`src/rtl/box_motion.sv`:
```
// box_motion: per-frame position engine for the player square.
// Samples tilt and buttons at screenEnd and publishes a clamped top-left coordinate.
module box_motion #(
  parameter int SCREEN_W   = 640,
  parameter int SCREEN_H   = 480,
  parameter int BOX_SIZE   = 50,
  parameter int DEAD_ZONE  = 16,
  parameter int STEP_SHIFT = 4,
  parameter int MAX_STEP   = 8
) (
  input  logic              clk_25mHz,
  input  logic              reset,
  input  logic              screenEnd,
  input  logic signed [8:0] accel_x,
  input  logic signed [8:0] accel_y,
  input  logic              BTNU,
  input  logic              BTND,
  input  logic              BTNL,
  input  logic              BTNR,
  output logic [9:0]        tl_x,
  output logic [9:0]        tl_y,
  output logic              pos_valid,
  output logic [3:0]        at_edge
);

  localparam logic [1:0] IDLE    = 2'd0;
  localparam logic [1:0] SAMPLE  = 2'd1;
  localparam logic [1:0] COMPUTE = 2'd2;
  localparam logic [1:0] APPLY   = 2'd3;

  localparam logic signed [11:0] X_MAX = 12'(SCREEN_W - BOX_SIZE);
  localparam logic signed [11:0] Y_MAX = 12'(SCREEN_H - BOX_SIZE);
  localparam logic [9:0] X_CTR = 10'((SCREEN_W - BOX_SIZE) / 2);
  localparam logic [9:0] Y_CTR = 10'((SCREEN_H - BOX_SIZE) / 2);
  localparam logic signed [8:0] DZ = 9'(DEAD_ZONE);
  localparam logic signed [8:0] MS = 9'(MAX_STEP);

  logic [1:0] state_q, state_d;
  // button bundles are ordered {U, D, L, R}
  logic [3:0] sync1_q, sync2_q;
  logic [3:0] btn_q;
  logic signed [8:0] ax_q, ay_q;
  logic signed [4:0] dx_q, dx_d;
  logic signed [4:0] dy_q, dy_d;
  logic rc_q, rc_d;
  logic [9:0] tl_x_q, tl_x_d;
  logic [9:0] tl_y_q, tl_y_d;
  logic [3:0] edge_q, edge_d;
  logic pv_q;

  function automatic logic signed [4:0] tilt_step(
    input logic signed [8:0] a
  );
    logic signed [8:0] s;
    s = a >>> STEP_SHIFT;
    if (a < DZ && a > -DZ)
      tilt_step = '0;
    else if (s > MS)
      tilt_step = 5'(MS);
    else if (s < -MS)
      tilt_step = 5'(-MS);
    else
      tilt_step = 5'(s);
  endfunction

  function automatic logic signed [4:0] btn_term(
    input logic pos,
    input logic neg
  );
    btn_term = '0;
    unique case (1'b1)
      (pos & ~neg): btn_term = 5'sd1;
      (neg & ~pos): btn_term = -5'sd1;
      default:      btn_term = '0;
    endcase
  endfunction

  function automatic logic signed [11:0] add_step(
    input logic [9:0]        p,
    input logic signed [4:0] d
  );
    add_step = $signed({2'b00, p} + {{7{d[4]}}, d});
  endfunction

  function automatic logic [9:0] clamp(
    input logic signed [11:0] v,
    input logic signed [11:0] hi
  );
    if (v < 12'sd0)
      clamp = '0;
    else if (v > hi)
      clamp = hi[9:0];
    else
      clamp = v[9:0];
  endfunction

  always_comb begin
    state_d = state_q;
    dx_d    = dx_q;
    dy_d    = dy_q;
    rc_d    = rc_q;
    tl_x_d  = tl_x_q;
    tl_y_d  = tl_y_q;
    edge_d  = edge_q;
    unique case (state_q)
      IDLE: begin
        if (screenEnd)
          state_d = SAMPLE;
      end
      SAMPLE: state_d = COMPUTE;
      COMPUTE: begin
        state_d = APPLY;
        dx_d = tilt_step(ay_q) + btn_term(btn_q[0], btn_q[1]);
        dy_d = tilt_step(ax_q) + btn_term(btn_q[2], btn_q[3]);
        rc_d = btn_q[3] & btn_q[2];
      end
      APPLY: begin
        state_d = IDLE;
        if (rc_q) begin
          tl_x_d = X_CTR;
          tl_y_d = Y_CTR;
        end else begin
          tl_x_d = clamp(add_step(tl_x_q, dx_q), X_MAX);
          tl_y_d = clamp(add_step(tl_y_q, dy_q), Y_MAX);
        end
        edge_d = {tl_x_d == 10'd0, tl_x_d == X_MAX[9:0],
                  tl_y_d == 10'd0, tl_y_d == Y_MAX[9:0]};
      end
      default: state_d = IDLE;
    endcase
  end

  always_ff @(posedge clk_25mHz or negedge reset) begin
    if (!reset) begin
      state_q <= IDLE;
      sync1_q <= '0;
      sync2_q <= '0;
      btn_q   <= '0;
      ax_q    <= '0;
      ay_q    <= '0;
      dx_q    <= '0;
      dy_q    <= '0;
      rc_q    <= 1'b0;
      tl_x_q  <= X_CTR;
      tl_y_q  <= Y_CTR;
      edge_q  <= '0;
      pv_q    <= 1'b0;
    end else begin
      state_q <= state_d;
      sync1_q <= {BTNU, BTND, BTNL, BTNR};
      sync2_q <= sync1_q;
      if (state_q == SAMPLE) begin
        btn_q <= sync2_q;
        ax_q  <= accel_x;
        ay_q  <= accel_y;
      end
      dx_q   <= dx_d;
      dy_q   <= dy_d;
      rc_q   <= rc_d;
      tl_x_q <= tl_x_d;
      tl_y_q <= tl_y_d;
      edge_q <= edge_d;
      pv_q   <= (state_q == APPLY);
    end
  end

  assign tl_x      = tl_x_q;
  assign tl_y      = tl_y_q;
  assign pos_valid = pv_q;
  assign at_edge   = edge_q;

endmodule

```
`config.mk`:
```
export PLATFORM = sky130hd
export DESIGN_NAME = box_motion
export DESIGN_NICKNAME = d
export VERILOG_FILES = /design/src/rtl/box_motion.sv
export SDC_FILE = /design/constraint.sdc
export NUM_CORES = 1
export LEC_CHECK = 0
export ABC_AREA = 1
export CAP_MARGIN = 5
export CORE_MARGIN = 4
export CORE_UTILIZATION = 31
export CTS_BUF_LIST = sky130_fd_sc_hd__clkbuf_4
export DETAILED_ROUTE_END_ITERATION = 12
export PLACE_DENSITY = 0.53
export SYNTH_ARGS = -nofsm -noshare
export SYNTH_HDL_FRONTEND = slang
export SYNTH_SLANG_ARGS = --single-unit
```
`constraint.sdc`:
```
create_clock -name clk_25mHz -period 3.25 [get_ports clk_25mHz]
set_input_delay 0.4875 -clock clk_25mHz [delete_from_list [all_inputs] [get_ports clk_25mHz]]
set_output_delay 0.4875 -clock clk_25mHz [all_outputs]
set_load 0.03 [all_outputs]
```
==> results.md <==
- First-pass DRT Iterations: 4
- TritonCTS clock tree: done
- DR WL/cell: approximately 12 um
- Fin. max-slew vios: 0
- Num CTS Buffers: 9
- ANT nets after route: 0
- Synth warn: 0
- Share of cells above drive strength 1: 0.0821
- Max FO, Critical Path: 12
- Initial antenna violation count: 0
- Synth area leaders: dfrtp_1 (31%), nand2_1 (15%), ha_1 (10%)
- Fin crit period: ~2.9 ns
- Sink Count: roughly 70
- Hold Buf Count CTS: 0
- Area grow syn2layout: 18.7%
- Ant diodes: 0
- Port Buffers: between 40 and 50
- Die Span Y: roughly 130 um
- Final-report hold violation count: 0
- First-pass GRT wire length: between 15 and 20 mm
- Endpoints failing setup: 0
- Critical Path RT: about 3.6 ns
- Largest net degree at the start of global routing: 39
- Mean post-synth cell area: about 7.4 um2
- Clk_skew: roughly 0.019 ns
- Core Footprint: between 10000 and 15000 um2
- Post-synth top area share: 0.311
- Horiz. Die Dim: roughly 130 um
- Max-Cap Viols: 0
- Startpoint Class: flop
- CTS H-Tree Depth: 3
- Asr flop ratio synth: 1.00
- Status: finished, final reports clean
- DRT iter0 DRCs: 238
- Total Routed Length: around 11 mm
- Vias: around 4000
- Slew headroom: 0.437
- Die Area: roughly 17000 um2
- DRC: 0
- GPL Wtd Cong: about 0.91
- #FFs+latches synth: between 60 and 70
- Hold Path Class: input pin to async pin
- Cell type with the largest total area after synthesis: dfrtp_1
- Total Routing Usage GR: 0.136
- TNS Setup: 0 ns
- Cell area after synthesis: between 4000 and 5000 um2
- Syn Nets: 690
- EDFF count, synth: 0
- Clock slew at reported path FFs: about 0.13 ns
- Main flop type after synthesis: dfrtp_1
- Worst Tran Pin Value: between 0.8 and 0.9 ns
- Post-synth cell types: 35
- Post-Syn Instances: ~620
- Clk buf depth: 2
- Initial Utilization: 0.316
- F_max: around 0.35 GHz
- Sequential area share after synthesis: 0.374
- Root Buffer: clkbuf_4
- Congestion Overflow GR: 0
- DPL Wire Length: 8.44 mm
- DR vias/cell: about 4.6
- Final-stage net count: between 700 and 800
- Io pins: 50
- RSZ-0062 raised after global routing: false
- # rows: 44
- CP arrival: ~3.2 ns
- Final Cycle Share: 0.881
- Setup crit end kind: flop
- Clk_lat worst skew: between 0.4 and 0.5 ns
- Crit Path Category: flop to flop
- Number of global-route vias before repair: approximately 4000
worst paths after layout:
| path | startpoint | end | slack, ns | cells past startpoint |
|---|---|---|---|---|
| setup / recovery | tl_x[0]$_DFFE_PN1P_ | at_edge[3]$_DFFE_PN0P_ | 0.39 | 18 |
| max in group asynchronous | reset | tl_x[8]$_DFFE_PN1P_ | 2.25 | 2 |
| hold / removal | reset | ay_q[3]$_DFFE_PN0N_ | 0.14 | 1 |
| setup reg to reg | tl_x[0]$_DFFE_PN1P_ | at_edge[3]$_DFFE_PN0P_ | 0.39 | 18 |
| hold reg to reg | sync1_q[3]$_DFF_PN0_ | sync2_q[3]$_DFF_PN0_ | 0.37 | 0 |
| min in group clk_25mHz | sync1_q[3]$_DFF_PN0_ | sync2_q[3]$_DFF_PN0_ | 0.37 | 0 |
Yosys cell counts, types with 2 or more instances:
master and count:
nand2_1 187, inv_1 85, dfrtp_1 57, o21ai_0 48
nor2_1 41, ha_1 38, nand3_1 38, a21oi_1 28
dfstp_2 11, nor3_1 11, clkbuf_1 10, nand4_1 10
xnor2_1 8, nand2_2 7, a31oi_1 4, fa_1 4
inv_2 4, nand3_2 4, nand3b_1 4, xor2_1 4
mux2_2 3, a21oi_2 2, nor2_2 2, o31ai_1 2
metrics by stage:
stage                     std cells  instance area, um2  setup slack, ns  hold WS [ns]   util
after floorplan                 623                4590            0.587         0.192      -
after global placement          850                5300            0.427         0.335  0.364
after detailed placement        850                5300            0.378         0.338  0.364
after CTS                       866                5440            0.304         0.136  0.374
after global routing            866                5450           0.0116         0.180  0.375
final                           866                5450            0.386         0.142  0.375
sequential cells by signal, indices dropped and copies added (netlist names), 4 cells and up:
name and flops:
sync1_q 4, sync2_q 4, tl_y 10, ay_q 9, dy_q 5, ax_q 9
at_edge 4, btn_q 4, dx_q 5, tl_x 10
area by class of cell:
class                      instances  area (um2)
fill                            1557        9080
clock buffer                      10        75.1
timing repair buffer              54         523
multi-input combinational        454        2500
tap                              184         230
sequential                        68        1720
inverter                          90         338
clock inverter                     6        71.3
worst max-delay path: stages (launching register included):
cell and delay (ns):
dfstp_2 0.57, ha_1 0.18, inv_1 0.06, fa_1 0.41, inv_1 0.10, nand2_1 0.05, nand2_1 0.12, nand3_1 0.08
nand2_1 0.11, nand3_1 0.13, nor3_1 0.23, nand2_1 0.12, nand3_4 0.16, nand2_1 0.07, nand2_1 0.14, nand2_1 0.09
nor2_1 0.09, nand3_1 0.07, nand2_1 0.06
cells in the final DEF, fill, tap and decap left out, drive strengths merged, types with 2 or more instances in the layout:
master	netlist	final
a21oi	30	30
a31oi	4	4
buf	1	6
clkbuf	10	10
clkdlybuf4s50	0	48
clkinv	1	2
clkinvlp	0	2
dfrtp	57	57
dfstp	11	11
fa	4	4
ha	38	38
inv	89	91
mux2	3	3
nand2	195	195
nand3	42	42
nand3b	4	4
nand4	10	10
nor2	43	43
nor3	11	11
o21ai	49	49
o31ai	2	2
xnor2	8	8
xor2	4	4
logic make-up (layout without fill, tap and decap cells):
| kind of cell | after synthesis | after routing | synth area share |
|---|---|---|---|
| adders and majority gates | 42 | 42 | 0.121 |
| and+or+nand+nor | 307 | 307 | 0.286 |
| xor gates and xnor gates | 12 | 12 | 0.0229 |
| AOI/OAI and AO/OA | 90 | 90 | 0.105 |
| DFF | 68 | 68 | 0.374 |
| buffers and inverters | 101 | 160 | 0.0842 |
| muxes | 3 | 3 | 0.00736 |
routing by layer:
metal / wire length (um) / share of wire / global-route usage / up-vias
li1: - / - / - / 2108
met1: 5200 / 0.49 / 0.181 / 1806
met2: 4830 / 0.46 / 0.225 / 74
met3: 437 / 0.041 / 0.0295 / 10
met4: 96 / 0.0091 / 0.0355 / 0
met5: 0 / 0 / 0 / -
what timing repair did:
action,in CTS,in global routing
endpoints found under the setup margin,0,2
gates resized for setup,0,1
buffers inserted,0,0
Power is not shown: default switching activity piles up to over one toggle a cycle in this logic, so the estimate is an artifact.
